==> config.mk <==
export PLATFORM = sky130hd
export DESIGN_NAME = alu_seq
export DESIGN_NICKNAME = d
export VERILOG_FILES = /design/src/rtl/alu_seq_pkg.sv /design/src/rtl/alu_seq_muldiv.sv /design/src/rtl/alu_seq.sv
export SDC_FILE = /design/constraint.sdc
export NUM_CORES = 1
export LEC_CHECK = 0
export ABC_CLOCK_PERIOD_IN_PS = 5800
export CAP_MARGIN = 20
export CORE_MARGIN = 8
export CORE_UTILIZATION = 45
export DETAILED_ROUTE_END_ITERATION = 6
export SETUP_SLACK_MARGIN = 0.3
export SLEW_MARGIN = 40
export SYNTH_ARGS = -nofsm -noshare
export SYNTH_HDL_FRONTEND = slang
export SYNTH_SLANG_ARGS = --single-unit
==> constraint.sdc <==
create_clock -name clk -period 5.8 [get_ports clk]
set_input_delay 1.16 -clock clk [delete_from_list [all_inputs] [get_ports clk]]
set_output_delay 1.16 -clock clk [all_outputs]
set_load 0.005 [all_outputs]
==> src/rtl/alu_seq_pkg.sv <==
// Shared opcode/state encodings and constants for the sequential ALU.
package alu_seq_pkg;

   localparam int unsigned OP_W = 4;

   typedef enum logic [OP_W-1:0] {
      OP_AND   = 4'b0000,
      OP_OR    = 4'b0001,
      OP_ADD   = 4'b0010,
      OP_XOR   = 4'b0011,
      OP_SLL   = 4'b0100,
      OP_SRL   = 4'b0101,
      OP_SUB   = 4'b0110,
      OP_SRA   = 4'b0111,
      OP_EQ    = 4'b1000,
      OP_SLT   = 4'b1001,
      OP_SLTU  = 4'b1010,
      OP_MUL   = 4'b1011,
      OP_MULHU = 4'b1100,
      OP_DIVU  = 4'b1101,
      OP_REMU  = 4'b1110,
      OP_NOP   = 4'b1111
   } alu_op_e;

   typedef enum logic [1:0] {
      IDLE = 2'd0,
      BUSY = 2'd1,
      DONE = 2'd2
   } alu_state_e;

   // Divide-by-zero: DIVU yields all-ones (truncate to DATA_WIDTH); REMU yields the dividend.
   localparam logic [127:0] DIVU_BY_ZERO         = '1;
   localparam bit           REMU_BY_ZERO_IS_SRCA = 1'b1;

endpackage

==> src/rtl/alu_seq_muldiv.sv <==
// Iterative radix-2 engine: shift-add multiply and restoring divide, one step per cycle.
module alu_seq_muldiv
   import alu_seq_pkg::*;
#(
   parameter int unsigned DATA_WIDTH = 32,
   parameter int unsigned SHAMT_W    = $clog2(DATA_WIDTH)
) (
   input  logic                  clk,
   input  logic                  reset,
   input  logic                  start_i,
   input  alu_op_e               op_i,
   input  logic [DATA_WIDTH-1:0] a_i,
   input  logic [DATA_WIDTH-1:0] b_i,
   output logic                  done_c,
   output logic [DATA_WIDTH-1:0] result_c
);

   localparam int unsigned W  = DATA_WIDTH;
   localparam int unsigned CW = SHAMT_W + 1;

   logic              busy_q, busy_d;
   logic [CW-1:0]     cnt_q, cnt_d;
   logic [2*W-1:0]    acc_q, acc_d, step_c;
   logic [W-1:0]      opnd_q, opnd_d;
   alu_op_e           op_q, op_d;
   logic              is_mul_c, start_mul_c, ge_c;
   logic [W:0]        sum_c, shifted_c;

   // acc holds {partial product, multiplier} or {remainder, quotient}
   always_comb begin
      is_mul_c    = (op_q == OP_MUL) || (op_q == OP_MULHU);
      start_mul_c = (op_i == OP_MUL) || (op_i == OP_MULHU);
      sum_c       = {1'b0, acc_q[2*W-1:W]} + {1'b0, (acc_q[0] ? opnd_q : '0)};
      shifted_c   = {acc_q[2*W-1:W], acc_q[W-1]};
      ge_c        = shifted_c >= {1'b0, opnd_q};
      if (is_mul_c) begin
         step_c = {sum_c, acc_q[W-1:1]};
      end else if (ge_c) begin
         step_c = {W'(shifted_c - {1'b0, opnd_q}), acc_q[W-2:0], 1'b1};
      end else begin
         step_c = {shifted_c[W-1:0], acc_q[W-2:0], 1'b0};
      end
   end

   assign done_c = busy_q && (cnt_q == CW'(W - 1));

   always_comb begin
      result_c = '0;
      case (op_q)
         OP_MUL:   result_c = step_c[W-1:0];
         OP_MULHU: result_c = step_c[2*W-1:W];
         OP_DIVU:  result_c = (opnd_q == '0) ? W'(DIVU_BY_ZERO) : step_c[W-1:0];
         OP_REMU:  result_c = step_c[2*W-1:W];
         default:  result_c = '0;
      endcase
   end

   always_comb begin
      busy_d = busy_q;
      cnt_d  = cnt_q;
      acc_d  = acc_q;
      opnd_d = opnd_q;
      op_d   = op_q;
      if (start_i) begin
         busy_d = 1'b1;
         cnt_d  = '0;
         op_d   = op_i;
         opnd_d = start_mul_c ? a_i : b_i;
         acc_d  = {{W{1'b0}}, (start_mul_c ? b_i : a_i)};
      end else if (busy_q) begin
         acc_d = step_c;
         cnt_d = cnt_q + CW'(1);
         if (done_c) begin
            busy_d = 1'b0;
         end
      end
   end

   always_ff @(posedge clk) begin
      if (reset) begin
         busy_q <= 1'b0;
         cnt_q  <= '0;
         acc_q  <= '0;
         opnd_q <= '0;
         op_q   <= OP_AND;
      end else begin
         busy_q <= busy_d;
         cnt_q  <= cnt_d;
         acc_q  <= acc_d;
         opnd_q <= opnd_d;
         op_q   <= op_d;
      end
   end

endmodule

==> src/rtl/alu_seq.sv <==
// Handshaked ALU with registered result; iterative MUL/MULHU/DIVU/REMU when
// ALU_SEQ_MULDIV_EN is defined, otherwise those opcodes return 0 in one cycle.
module alu_seq
   import alu_seq_pkg::*;
#(
   parameter int unsigned DATA_WIDTH    = 32,
   parameter int unsigned OPCODE_LENGTH = 4,
   parameter int unsigned SHAMT_W       = $clog2(DATA_WIDTH)
) (
   input  logic                     clk,
   input  logic                     reset,
   input  logic                     in_valid,
   output logic                     in_ready,
   input  logic [DATA_WIDTH-1:0]    SrcA,
   input  logic [DATA_WIDTH-1:0]    SrcB,
   input  logic [OPCODE_LENGTH-1:0] Operation,
   output logic                     out_valid,
   input  logic                     out_ready,
   output logic [DATA_WIDTH-1:0]    ALUResult,
   output logic                     Zero
);

   alu_state_e            state_q, state_d;
   logic [DATA_WIDTH-1:0] result_q, result_d, alu_c;
   logic                  zero_q, zero_d;
   logic                  in_ready_q, in_ready_d;
   logic                  out_valid_q, out_valid_d;
   alu_op_e               op_c;
   logic                  op_legal_c;
   logic [SHAMT_W-1:0]    shamt_c;

   assign op_c       = alu_op_e'(Operation[OP_W-1:0]);
   assign op_legal_c = (Operation >> OP_W) == '0;
   assign shamt_c    = SrcB[SHAMT_W-1:0];

`ifdef ALU_SEQ_MULDIV_EN
   logic                  start_c, is_muldiv_c, md_done_c;
   logic [DATA_WIDTH-1:0] md_result_c;

   assign is_muldiv_c = op_legal_c &&
                        (op_c inside {OP_MUL, OP_MULHU, OP_DIVU, OP_REMU});

   alu_seq_muldiv #(
      .DATA_WIDTH (DATA_WIDTH),
      .SHAMT_W    (SHAMT_W)
   ) u_muldiv (
      .clk      (clk),
      .reset    (reset),
      .start_i  (start_c),
      .op_i     (op_c),
      .a_i      (SrcA),
      .b_i      (SrcB),
      .done_c   (md_done_c),
      .result_c (md_result_c)
   );
`endif

   // Single-cycle datapath; mul/div codes fall through to 0 here
   always_comb begin
      alu_c = '0;
      if (op_legal_c) begin
         case (op_c)
            OP_AND:  alu_c = SrcA & SrcB;
            OP_OR:   alu_c = SrcA | SrcB;
            OP_XOR:  alu_c = SrcA ^ SrcB;
            OP_ADD:  alu_c = SrcA + SrcB;
            OP_SUB:  alu_c = SrcA - SrcB;
            OP_EQ:   alu_c = DATA_WIDTH'(SrcA == SrcB);
            OP_SLL:  alu_c = SrcA << shamt_c;
            OP_SRL:  alu_c = SrcA >> shamt_c;
            OP_SRA:  alu_c = DATA_WIDTH'($signed(SrcA) >>> shamt_c);
            OP_SLT:  alu_c = DATA_WIDTH'($signed(SrcA) < $signed(SrcB));
            OP_SLTU: alu_c = DATA_WIDTH'(SrcA < SrcB);
            default: alu_c = '0;
         endcase
      end
   end

   always_comb begin
      state_d  = state_q;
      result_d = result_q;
      zero_d   = zero_q;
`ifdef ALU_SEQ_MULDIV_EN
      start_c  = 1'b0;
`endif
      case (state_q)
         IDLE: begin
            if (in_valid) begin
`ifdef ALU_SEQ_MULDIV_EN
               if (is_muldiv_c) begin
                  start_c = 1'b1;
                  state_d = BUSY;
               end else
`endif
               begin
                  result_d = alu_c;
                  zero_d   = (alu_c == '0);
                  state_d  = DONE;
               end
            end
         end
`ifdef ALU_SEQ_MULDIV_EN
         BUSY: begin
            if (md_done_c) begin
               result_d = md_result_c;
               zero_d   = (md_result_c == '0);
               state_d  = DONE;
            end
         end
`endif
         DONE: begin
            if (out_ready) begin
               state_d = IDLE;
            end
         end
         default: state_d = IDLE;
      endcase
      in_ready_d  = (state_d == IDLE);
      out_valid_d = (state_d == DONE);
   end

   always_ff @(posedge clk) begin
      if (reset) begin
         state_q     <= IDLE;
         result_q    <= '0;
         zero_q      <= 1'b1;
         in_ready_q  <= 1'b1;
         out_valid_q <= 1'b0;
      end else begin
         state_q     <= state_d;
         result_q    <= result_d;
         zero_q      <= zero_d;
         in_ready_q  <= in_ready_d;
         out_valid_q <= out_valid_d;
      end
   end

   assign in_ready  = in_ready_q;
   assign out_valid = out_valid_q;
   assign ALUResult = result_q;
   assign Zero      = zero_q;

endmodule

==> reports/qor.csv <==
stage;metric;value;unit
synthesis;synth-compound-area-share;30.7;%
grt;grt_max_degree;81;
timing;period_minus_slack;5.31;ns
clock_tree;cts_setup_buffers;0;
grt;grt_pass1_vias;13900;
clock_tree;clock_latency;0.29;ns
pwr;power_frac_seq;15.1;%
placed_design;gp_congestion;1.05;
synthesis;syn_avg_cell_area;7.24;um2
clock_tree;cts_root_buf;clkbuf_16;
detailed_routing;vias_per_cell;7.16;
detailed_routing;wire_per_inst;29.7;um
layout;final_area;14100;um2
synthesis;synth_area;12100;um2
layout;regArea;741;um2
pwr;p_sw;0.929;mW
detailed_routing;drtAntennaViolNets;0;
timing;setup_tns;0;ns
clock_tree;cts_max_level;2;
timing;fmax;188;MHz
layout;synthToLayoutAreaGrowth;16.3;%
worst_setup_path;cpPeakStageDelay;0.60;ns
placed_design;hpwlAfterDp;49600;um
pwr;p_total;1.86;mW
grt;grt_usage;36.3;%
run_status;outcome;finished, violations left;
synthesis;synth-seq-cells;37;
worst_setup_path;path_class;in2reg;
placed_design;placed_cell_area;13900;um2
synthesis;synth-edff-count;0;
pwr;intPower;0.927;mW
run_status;violations;design-rule violations;
worst_setup_path;path_buf_inv;2;
synthesis;synth_area_leader_cell;ha_1;
clock_tree;ctsResizeCount;0;
worst_hold_path;hp-class;reg2reg;
die;start_util;45.4;%
worst_setup_path;worstSetupEndpointType;register;
pwr;peakVddDrop;0.135;mV
die;core_area;26700;um2
pwr;clkPwrFrac;13.8;%
die;io_pins;107;
clock_tree;clock-sinks;37;
worst_setup_path;cp_cell_sequence;clkdlybuf4s50_1, inv_1, ha_1, nor4_1, nand2_1, a311o_1, a31oi_1, o21ai_0, a221oi_1, o21ai_0, nor4_1, nand4_1, o41ai_2;
timing;hold_violations;0;
layout;multi_input_area;10400;um2
synthesis;synth_simple_gate_area_share;24.9;%
flow_run;maxCapViolCount;0;
clock_tree;cts_hold_buf;0;
detailed_routing;drc;1;
timing;finalSetupViolCount;0;
timing;rsz0062_at_grt;false;
grt;grt_pass1_wl;90900;um
synthesis;yosysTopAreaCellShare;10.4;%
detailed_routing;wl;62200;um
clock_tree;clk_pin_slew;0.05;ns
synthesis;ys.warnings.count;0;
pwr;power_frac_comb;71.1;%
synthesis;synthesis.nets;1847;
detailed_routing;via_count;15000;
synthesis;netlist_instances;1672;
detailed_routing;drt-initial-drc-count;2146;
clock_tree;cts_buffers;5;
synthesis;muxShareOfSynthArea;18.6;%
timing;finalMaxSlewViolations;0;
die;dieWidth;180;um
clock_tree;clock_path_buffers;2;
worst_setup_path;start_kind;primary input;
detailed_routing;drt_first_pass_iters;7;
timing;worstMarginPinSlew;0.869;ns
die;dieArea;32400;um2
worst_setup_path;worst_ep_required_time;5.99;ns
worst_setup_path;cp_max_fo;12;
worst_setup_path;cp.arrival;5.50;ns
pwr;p_per_area;132;nW/um2
worst_setup_path;cp_top_family;compound AO/OA/AOI/OAI gates;
layout;fin_nets;1932;
die;dieHeight;180;um
layout;drive_above_1_share;14.2;%
synthesis;yosysUniqueCellTypes;92;
timing;post-route-period-util;91.5;%
die;num_rows;60;
worst_setup_path;cpMaxStageDelayCell;nor4_1;
synthesis;yosysSeqAreaShare;6.12;%
layout;fill_cells;2661;
synthesis;synthArstFlopShare;0;%
timing;slew_headroom;41.8;%
timing;finalClockSkew;0.00412;ns
pwr;swShare;50.1;%
synthesis;synth.area.top_cells;ha_1 10%, mux4_2 9.1%, dfxtp_1 6.1%;
grt;antenna_found_initial;0;
grt;grt.overflow.total;0;
placed_design;port-buffer-count;106;
synthesis;synth_top_family_by_area;compound AO/OA/AOI/OAI gates;
pwr;static-leakage-power;5.74;nW
layout;num_antenna_cells;0;
synthesis;ys.flop_type;dfxtp_1;
clock_tree;cts_tree;yes;
synthesis;synthXorXnorAreaFrac;0.723;%
synthesis;synthAdderAreaFrac;10.8;%
==> layer usage <==
layer  vias up  routed length [um]  part of all wire [%]  track usage [%]
met5         -                  58                 0.093             1.38
met4         2                3830                   6.2             18.5
met3       192                7510                    12             9.62
met2      1117               26400                    42             54.8
met1      7179               24500                    39             46.9
li1       6530                   -                     -                -
==> cell type report <==
cell class,instances,share of cell area [%]
Tap cell,341,3.03
Sequential cell,37,5.26
Clock buffer,5,0.889
Multi-Input combinational cell,1385,74.0
Inverter,107,2.85
Timing Repair Buffer,221,13.9
Clock inverter,1,0.0356
==> final timing paths <==
kind | start | endpoint | slack, ns | cells past startpoint
max reg2reg | state_q[1] | Zero | 2.44 | 11
min reg2reg | ALUResult[20] | ALUResult[20] | 0.46 | 2
min | ALUResult[20] | ALUResult[20] | 0.46 | 2
max | SrcA[13] | Zero | 0.49 | 13
==> power groups by stage <==
stage / clock network [mW] / registers [mW] / logic (mW)
after floorplan: 0 / 0.287 / 0.760
after detailed placement: 0 / 0.286 / 1.26
after global routing: 0.271 / 0.283 / 1.38
final: 0.256 / 0.281 / 1.32
after global placement: 0 / 0.285 / 1.26
after CTS: 0.261 / 0.281 / 1.27
==> tightest hold or removal path, delay by kind of cell (launching register included) <==
kind | cells | cell delay, ns
DFF | 1 | 0.30
AOI/OAI and AO/OA | 1 | 0.05
and+or+nand+nor | 1 | 0.05
==> state kept, by name, summed over array words and instances (netlist names) <==
signal / flops
ALUResult: 32
state_q: 2
in_ready: 1
Zero: 1
out_valid: 1
==> cells in the mapped netlist, drive strengths merged (15+ instances only) <==
cell type,number
a211oi,41
a21o,15
a21oi,102
a22oi,15
a31oi,21
and3,18
buf,45
clkbuf,98
dfxtp,37
ha,101
inv,104
mux2,34
mux2i,67
mux4,52
nand2,120
nand2b,39
nand3,41
nand4,26
nor2,156
nor2b,29
nor3,66
nor4,31
o211ai,29
o21ai,72
o31ai,24
or2,16
==> placed cells by master, fill, tap and decap left out, types with 8 or more instances in the layout <==
master	synthesis	layout
mux4_2	49	49
o311a_1	8	8
nand4_1	26	26
a32oi_1	9	9
nor3_1	66	66
dfxtp_1	37	37
nand2_1	120	120
nor2_1	156	155
and3_1	18	18
o311ai_0	10	10
a31oi_1	21	21
or2_2	14	14
clkdlybuf4s50_1	0	100
buf_4	4	113
and2_1	11	11
o31ai_1	24	22
mux2i_1	66	66
nand3_1	41	41
a211o_1	13	13
o21bai_1	12	12
o22ai_1	12	12
a21oi_1	102	102
o211ai_1	29	29
a221oi_1	13	13
ha_1	101	101
nor2b_1	29	29
a22oi_1	15	15
xnor2_1	9	9
o21ai_0	72	72
mux2_2	32	32
inv_1	103	103
o21a_1	13	13
a21o_1	15	15
o211a_1	10	10
a211oi_1	41	40
nand2b_1	39	39
nor4_1	31	30
o221ai_1	11	11
o32ai_1	12	12
==> kinds of logic after synthesis <==
kind of cell | Yosys count
simple gates | 598
compound gates | 520
buf+inv | 250
mux | 153
fa+ha+maj | 103
flops | 37
xor+xnor | 10
other cells | 1
==> stage by stage <==
| step | utilization, % | hold slack [ns] | std cells | setup slack, ns |
|---|---|---|---|---|
| finish | 52.8 | 0.456 | 2097 | 0.490 |
| floorplan | - | 0.440 | 1672 | 0.569 |
| global placement | 52.1 | 0.448 | 2090 | 0.423 |
| CTS | 52.8 | 0.461 | 2097 | 0.578 |
| global route | 52.8 | 0.487 | 2097 | 0.361 |
| detailed placement | 52.3 | 0.451 | 2091 | 0.283 |
Note: power is estimated with default switching activity, not from simulation.
